$ cat config.mk
export PLATFORM = sky130hd
export DESIGN_NAME = in_flip_rt_mc
export DESIGN_NICKNAME = d
export VERILOG_FILES = /design/src/rtl/in_flip_rt_mc.sv
export SDC_FILE = /design/constraint.sdc
export NUM_CORES = 1
export LEC_CHECK = 0
export CAP_MARGIN = 20
export CORE_MARGIN = 3
export CORE_UTILIZATION = 52
export CTS_CLUSTER_SIZE = 8
export DETAILED_ROUTE_END_ITERATION = 7
export HOLD_SLACK_MARGIN = 0.12
export PLACE_DENSITY_LB_ADDON = 0.12
export SLEW_MARGIN = 0
export SYNTH_ARGS = -nofsm -noshare
export SYNTH_HDL_FRONTEND = slang
export SYNTH_SLANG_ARGS = --single-unit
$ cat constraint.sdc
create_clock -name clk -period 4.75 [get_ports clk]
set_input_delay 1.1875 -clock clk [delete_from_list [all_inputs] [get_ports clk]]
set_output_delay 1.1875 -clock clk [all_outputs]
set_load 0.02 [all_outputs]
$ cat src/rtl/in_flip_rt_mc.sv
// in_flip_rt_mc: NCH in-order skid queues with empty bypass, round-robin merged into one registered output (clk, rst async low, flush, in_en/d_in -> pause/cnt/ovf, dout_en -> do_/d_out/d_ch)
module in_flip_rt_mc #(
  parameter int WIDTH    = 32,
  parameter int DEPTH    = 4,
  parameter int NCH      = 2,
  parameter int PAUSE_TH = 2
) (
  input  logic                                  clk,
  input  logic                                  rst,
  input  logic                                  flush,
  input  logic [NCH-1:0]                        in_en,
  input  logic [NCH*WIDTH-1:0]                  d_in,
  output logic [NCH-1:0]                        pause,
  output logic [NCH*($clog2(DEPTH)+1)-1:0]      cnt,
  output logic [NCH-1:0]                        ovf,
  input  logic                                  dout_en,
  output logic                                  do_,
  output logic [WIDTH-1:0]                      d_out,
  output logic [(NCH > 1 ? $clog2(NCH) : 1)-1:0] d_ch
);
  localparam int AW = $clog2(DEPTH);
  localparam int CW = AW + 1;
  localparam int SW = NCH > 1 ? $clog2(NCH) : 1;
  logic [WIDTH-1:0] mem [NCH][DEPTH];
  logic [CW-1:0]    wr [NCH];
  logic [CW-1:0]    rd [NCH];
  logic [CW-1:0]    cq [NCH];
  logic [NCH-1:0]   req, gnt, push;
  logic [SW-1:0]    rr, gc;
  logic             gv, open;
  logic [WIDTH-1:0] src;
  always_comb begin
    open  = !do_ || dout_en;
    gv    = 1'b0;
    gc    = '0;
    gnt   = '0;
    push  = '0;
    req   = '0;
    cnt   = '0;
    pause = '0;
    for (int c = 0; c < NCH; c++) begin
      cq[c] = wr[c] - rd[c];
      req[c] = (cq[c] != '0) || in_en[c];
      cnt[c*CW +: CW] = cq[c];
      pause[c] = (DEPTH - int'(cq[c])) < PAUSE_TH;
    end
    for (int i = 1; i <= NCH; i++)
      if (open && !gv && req[(int'(rr) + i) % NCH]) begin
        gv = 1'b1;
        gc = SW'((int'(rr) + i) % NCH);
      end
    for (int c = 0; c < NCH; c++) begin
      gnt[c] = gv && (gc == SW'(c));
      push[c] = in_en[c] && !(gnt[c] && cq[c] == '0) && (cq[c] != CW'(DEPTH) || gnt[c]);
    end
    src = (cq[gc] != '0) ? mem[gc][rd[gc][AW-1:0]] : d_in[int'(gc)*WIDTH +: WIDTH];
  end
  always_ff @(posedge clk or negedge rst)
    if (!rst) begin
      for (int c = 0; c < NCH; c++) begin
        wr[c] <= '0;
        rd[c] <= '0;
      end
      ovf   <= '0;
      do_   <= 1'b0;
      d_out <= '0;
      d_ch  <= '0;
      rr    <= SW'(NCH - 1);
    end else if (flush) begin
      for (int c = 0; c < NCH; c++) begin
        wr[c] <= '0;
        rd[c] <= '0;
      end
      ovf <= '0;
      do_ <= 1'b0;
    end else begin
      for (int c = 0; c < NCH; c++) begin
        if (push[c]) wr[c] <= wr[c] + CW'(1);
        if (gnt[c] && cq[c] != '0) rd[c] <= rd[c] + CW'(1);
        if (in_en[c] && !push[c] && !(gnt[c] && cq[c] == '0)) ovf[c] <= 1'b1;
      end
      if (open) begin
        do_ <= gv;
        if (gv) begin
          d_out <= src;
          d_ch  <= gc;
          rr    <= gc;
        end
      end
    end
  always_ff @(posedge clk)
    for (int c = 0; c < NCH; c++)
      if (push[c] && !flush) mem[c][wr[c][AW-1:0]] <= d_in[c*WIDTH +: WIDTH];
endmodule
# --- After elaboration in Yosys (flattened, before gate mapping) ---
# Memories as Yosys holds them, arrays and structs flattened.
# Index checks and enable logic that the tools add are counted.
word_totals:
  reg_bits: 49
  mem_bits_rw: 256
  output_inout_bits: 44
  elab_cells: 127
  n_memories: 1
op_classes:
  addsub: 10
  n_lt_le_gt_ge: 10
  n_eq_ne: 2
  shift: 1
  n_mux: 39
  bitwise_logic: 8
  n_reduce_logical: 46
mem_list:
  columns: ["name", "depth", "width", "rd", "rd_ports_with_merged_regs", "wr", "line", "text"]
  rows:
  - ["mem", 2, 128, 1, 0, 2, "24", "logic [WIDTH-1:0] mem [NCH][DEPTH];"]
op_table:
  columns: ["operator", "count"]
  rows:
  - ["$mux 128", 2]
  - ["$mux 32", 5]
  - ["$demux 32 s2", 2]
  - ["$bmux 32 s2", 1]
  - ["$shiftx 64x7->32", 1]
  - ["$logic_and 1x1->1", 21]
  - ["$mux 3", 7]
  - ["$mux 1", 16]
  - ["$reduce_bool 2->1", 7]
  - ["$add 3x1->3 const B", 4]
  - ["$mux 6", 2]
  - ["$ge 3x3->1 const B", 3]
  - ["$not 2->3", 3]
  - ["$reduce_bool 3->1", 3]
  - ["$lt 4x3->1 const B", 2]
  - ["$mux 2", 4]
  - ["$sub 3x3->4 const A", 2]
  - ["$logic_not 1->1", 7]
  - ["$logic_not 3->1", 2]
  - ["$lt 2x3->1 const B", 2]
  - ["$lt 3x1->1 const B", 2]
  - ["$ne 3x3->1 const B", 2]
  - ["$sub 3x3->3", 2]
  - ["$logic_or 1x1->1", 5]
  - ["6 further kinds", 9]

# --- Depth between registers and ports, before layout ---
logic_depth:
  depth_word: 23
  depth_mapped: 13

# --- Worst setup path before layout ---
# Ideal clock, no wire load.
synth_timing:
  kind: "reg2reg"
  start: "register wr[3] in the netlist's numbering"
  end: "memory mem[1][0] in the netlist's numbering, enable pin"
  t_arrival_ns: 4.523
  required_ns: 4.289
  slack_ns: -0.234
  stages_incl_launch_ff: 11
  n_path_buf: 0
  cell_sequence: "dfrtp_1 > inv_1 > ha_1 > fa_1 > xnor2_1 > xnor2_2 > ha_1 > nand2b_1 > a211oi_2 > o211ai_1 > nor3_1"
synth_lines:
  columns: ["item", "line", "text"]
  rows:
  - ["start, declared", "25", "logic [CW-1:0] wr [NCH];"]
  - ["start signal, assigned by index", "78", "if (push[c]) wr[c] <= wr[c] + CW'(1);"]
  - ["end, declared", "24", null]

# --- Worst setup path in the final report ---
layout_timing:
  start: "register wr[0] in the netlist's numbering"
  end: "output port pause[1]"
layout_via:
  elab_chain_len: 3
layout_lines:
  columns: ["item", "line", "text"]
  rows:
  - ["$sub 3x3->3", "42", "cq[c] = wr[c] - rd[c];"]
  - ["$sub 3x3->4", "45", "pause[c] = (DEPTH - int'(cq[c])) < PAUSE_TH;"]
  - ["$lt 4x3->1", "45", null]
  - ["end, declared", "13", "output logic [NCH-1:0] pause,"]
# Every way passes these cells.

==> metrics.txt <==
initial DRC count 427; Hold Vio Cnt, Final 0; Post-Route WL 26700 um; area added between synthesis and finish 22.1%; share of cells above drive strength 1 0.226; Sw Share 0.330; vias per cell ~5.7; FFs w/ async S/R, synth 0.161; Worst EP arrival approximately 3.1 ns; status complete, no violations; Internal Power roughly 6800 uW; postcts setup bufs 0; Synth Cell Area 12700 sq um; nets between 800 and 900; Worst R2R Start wr[3]; mux contribution to synthesized area 0.166; core area 23800 sq um; Yosys top cell area share 0.605; Pre-antenna DRT Iters 5; port bufs 113; CP required 3.56 ns; crit path cell chain inv_1 -> ha_1 -> fa_1 -> xnor2_1 -> xnor2_2 -> ha_1 -> inv_1 -> o22ai_1 -> clkdlybuf4s50_1; pre-CTS setup slack slightly below 0.7 ns; Setup crit end kind output pin; EDFF count, synth 256; io pins between 100 and 150; largest net degree at the start of global routing 36; Avg Inst Size Synth a little under 20 sq um; Resized Gates After CTS 0; relative slew slack 0.395; Mapped Cells about 650; Routed Antenna Nets 0; Final min period 4.33 ns; cts hold-fix bufs 0; CP max stage cell clkdlybuf4s50_1; GRT Overall Usage 0.207; Setup TNS 0 ns; power share of the sequential group 0.346; Comb power frac 0.375; clk root buf clkbuf_16; post-synthesis adder-cell area fraction 0.0209; YS warnings 0; routed vias ~6600; initial core utilization 0.535; Critical Path Fanout Max 5; clk buf depth 3; worst skew pair latency roughly 0.53 ns; top cells by area, synth edfxtp_1 (60%), mux4_2 (11%), dfrtp_1 (9.5%), mux2i_1 (5.3%), o221ai_2 (3.5%); H-tree Lvls 2; sequential fraction of the synthesis area 0.701; biggest area consumer among synthesized cells edfxtp_1; delay-heaviest family, CP adder cells; Worst Tran Pin Value 0.907 ns; max frequency between 0.2 and 0.25 GHz; Synth Area in Compound Gates 0.0528; vias in the first global route 7074; Synth Register Bits 305; endpoints failing setup 0; fin crit share 0.911; Max-cap violations 0; Crit Path Class register to output pin; Worst Setup SP wr[0]; count leader, synth edfxtp_1; syn nets ~740; Synth top cells by count edfxtp_1 (256), mux2i_1 (67), mux4_2 (64); initial antenna violation count 0; Buf+Inv Stages, Crit Path 3; Pwr per Cell Area between 600 and 700 nW/um^2; GR Overflow Total 0; final worst slack 0.424 ns; Post-synth top flop edfxtp_1; Clock Skews ~0.022 ns; Distinct cells, synth 42; Net Sw Power 3340 uW; Reg clk slew, reported paths 0.05 ns; Largest stage delay, worst path 0.64 ns; Die W 162 um; die area 26400 sq um; wire length of the first global-routing pass around 42000 um; WL per Instance roughly 23 um; hpwl dp 17000 um; clock share of power 0.279; CTS buffer count 44; CTS tree yes; Slew Limit Fails 0; # rows 56; Final GP Congestion a little under 0.8; peak supply drop 401 uV; post-layout util 0.653; CP Launch Type register; Ant. Diodes 0; die height 162 um; leakage power 0.00543 uW; largest family of logic cells by synthesized area multiplexers; clk sink count 305; Post-Synth XOR/XNOR Area 0.00876; Synth Area in Simple Gates 0.0281; hold path start d_out[5]; Worst Hold Class register to register; Residual DRC 0; unrepaired setup endpoints after global routing false
[layer usage]
layer / global-route usage / share of wire
met5: 0 / 0
met4: 0.0504 / 0.016
met3: 0.0356 / 0.046
met2: 0.347 / 0.51
met1: 0.288 / 0.43
[flip-flops by register name, summed over array words and instances (netlist names)]
name / flops
d_ch: 1
d_out: 32
do_: 1
mem: 256
ovf: 2
rd: 6
rr: 1
wr: 6
[power groups by stage]
stage	Sequential (uW)	Combinational, uW	Clock [uW]
final	3500	3790	2820
after global routing	3540	4090	3000
after CTS	3510	3860	2870
after detailed placement	3550	3840	0
after global placement	3530	3790	0
after floorplan	3690	2530	0
[tightest hold or removal path: cells and delay by family, from the launching register on]
kind             cells  cell delay, ns
AO/OA/AOI/OAI        1            0.05
AND/OR/NAND/NOR      1            0.06
flip-flops           1            0.34
[metrics by stage]
step                hold WS, ns  total power (uW)  instance area, sq um  std cells
detailed placement        0.472              7390                 14200       1065
CTS                       0.491             10200                 15500       1146
floorplan                 0.525              6220                 12700        649
global route              0.508             10600                 15500       1146
finish                    0.485             10100                 15500       1146
global placement          0.470              7320                 14200       1065
[cells by family (layout without fill, tap and decap cells)]
kind of cell               Yosys count  after routing
AOI/OAI and AO/OA                   55             55
muxes                              131            131
DFF                                305            305
and+or+nand+nor                     74             74
xor gates and xnor gates            11             11
buffers and inverters               53            231
adders and majority gates           20             20
[cell usage in the layout (no fill, tap or decap), types with 3 or more instances in the layout]
cell type and n:
a21oi_1 3, and2_2 7, buf_12 4, buf_4 15
clkbuf_1 33, clkbuf_16 44, clkdlybuf4s50_1 112, dfrtp_1 44
dfrtp_2 4, edfxtp_1 256, ha_1 18, inv_1 17
mux2i_1 67, mux4_2 64, nand2_1 38, nand2b_1 3
nor2_1 18, o211ai_1 3, o221ai_2 30, xnor2_1 8
[path summary, 6_finish.rpt]
| path | to | depth (start not counted) | slack [ns] |
|---|---|---|---|
| min in group asynchronous | d_out[23] | 1 | 0.64 |
| worst min register to register | d_out[5] | 2 | 0.49 |
| max in group asynchronous | rd[1] | 2 | 3.22 |
| worst min-delay path | d_out[5] | 2 | 0.49 |
| worst max-delay path | pause[1] | 9 | 0.42 |
| worst max register to register | mem[1][83] | 12 | 0.70 |
[layout make-up]
type                    instances  area (sq um)
flip-flops and latches        305          8920
well taps                     319           399
clock inverters                 4          53.8
clock buffers                  77          1220
repair buffers                132          1320
fillers                      1592          8230
multi-input cells             291          3540
inverters                      18          67.6
Note: power is estimated with default switching activity, not from simulation.
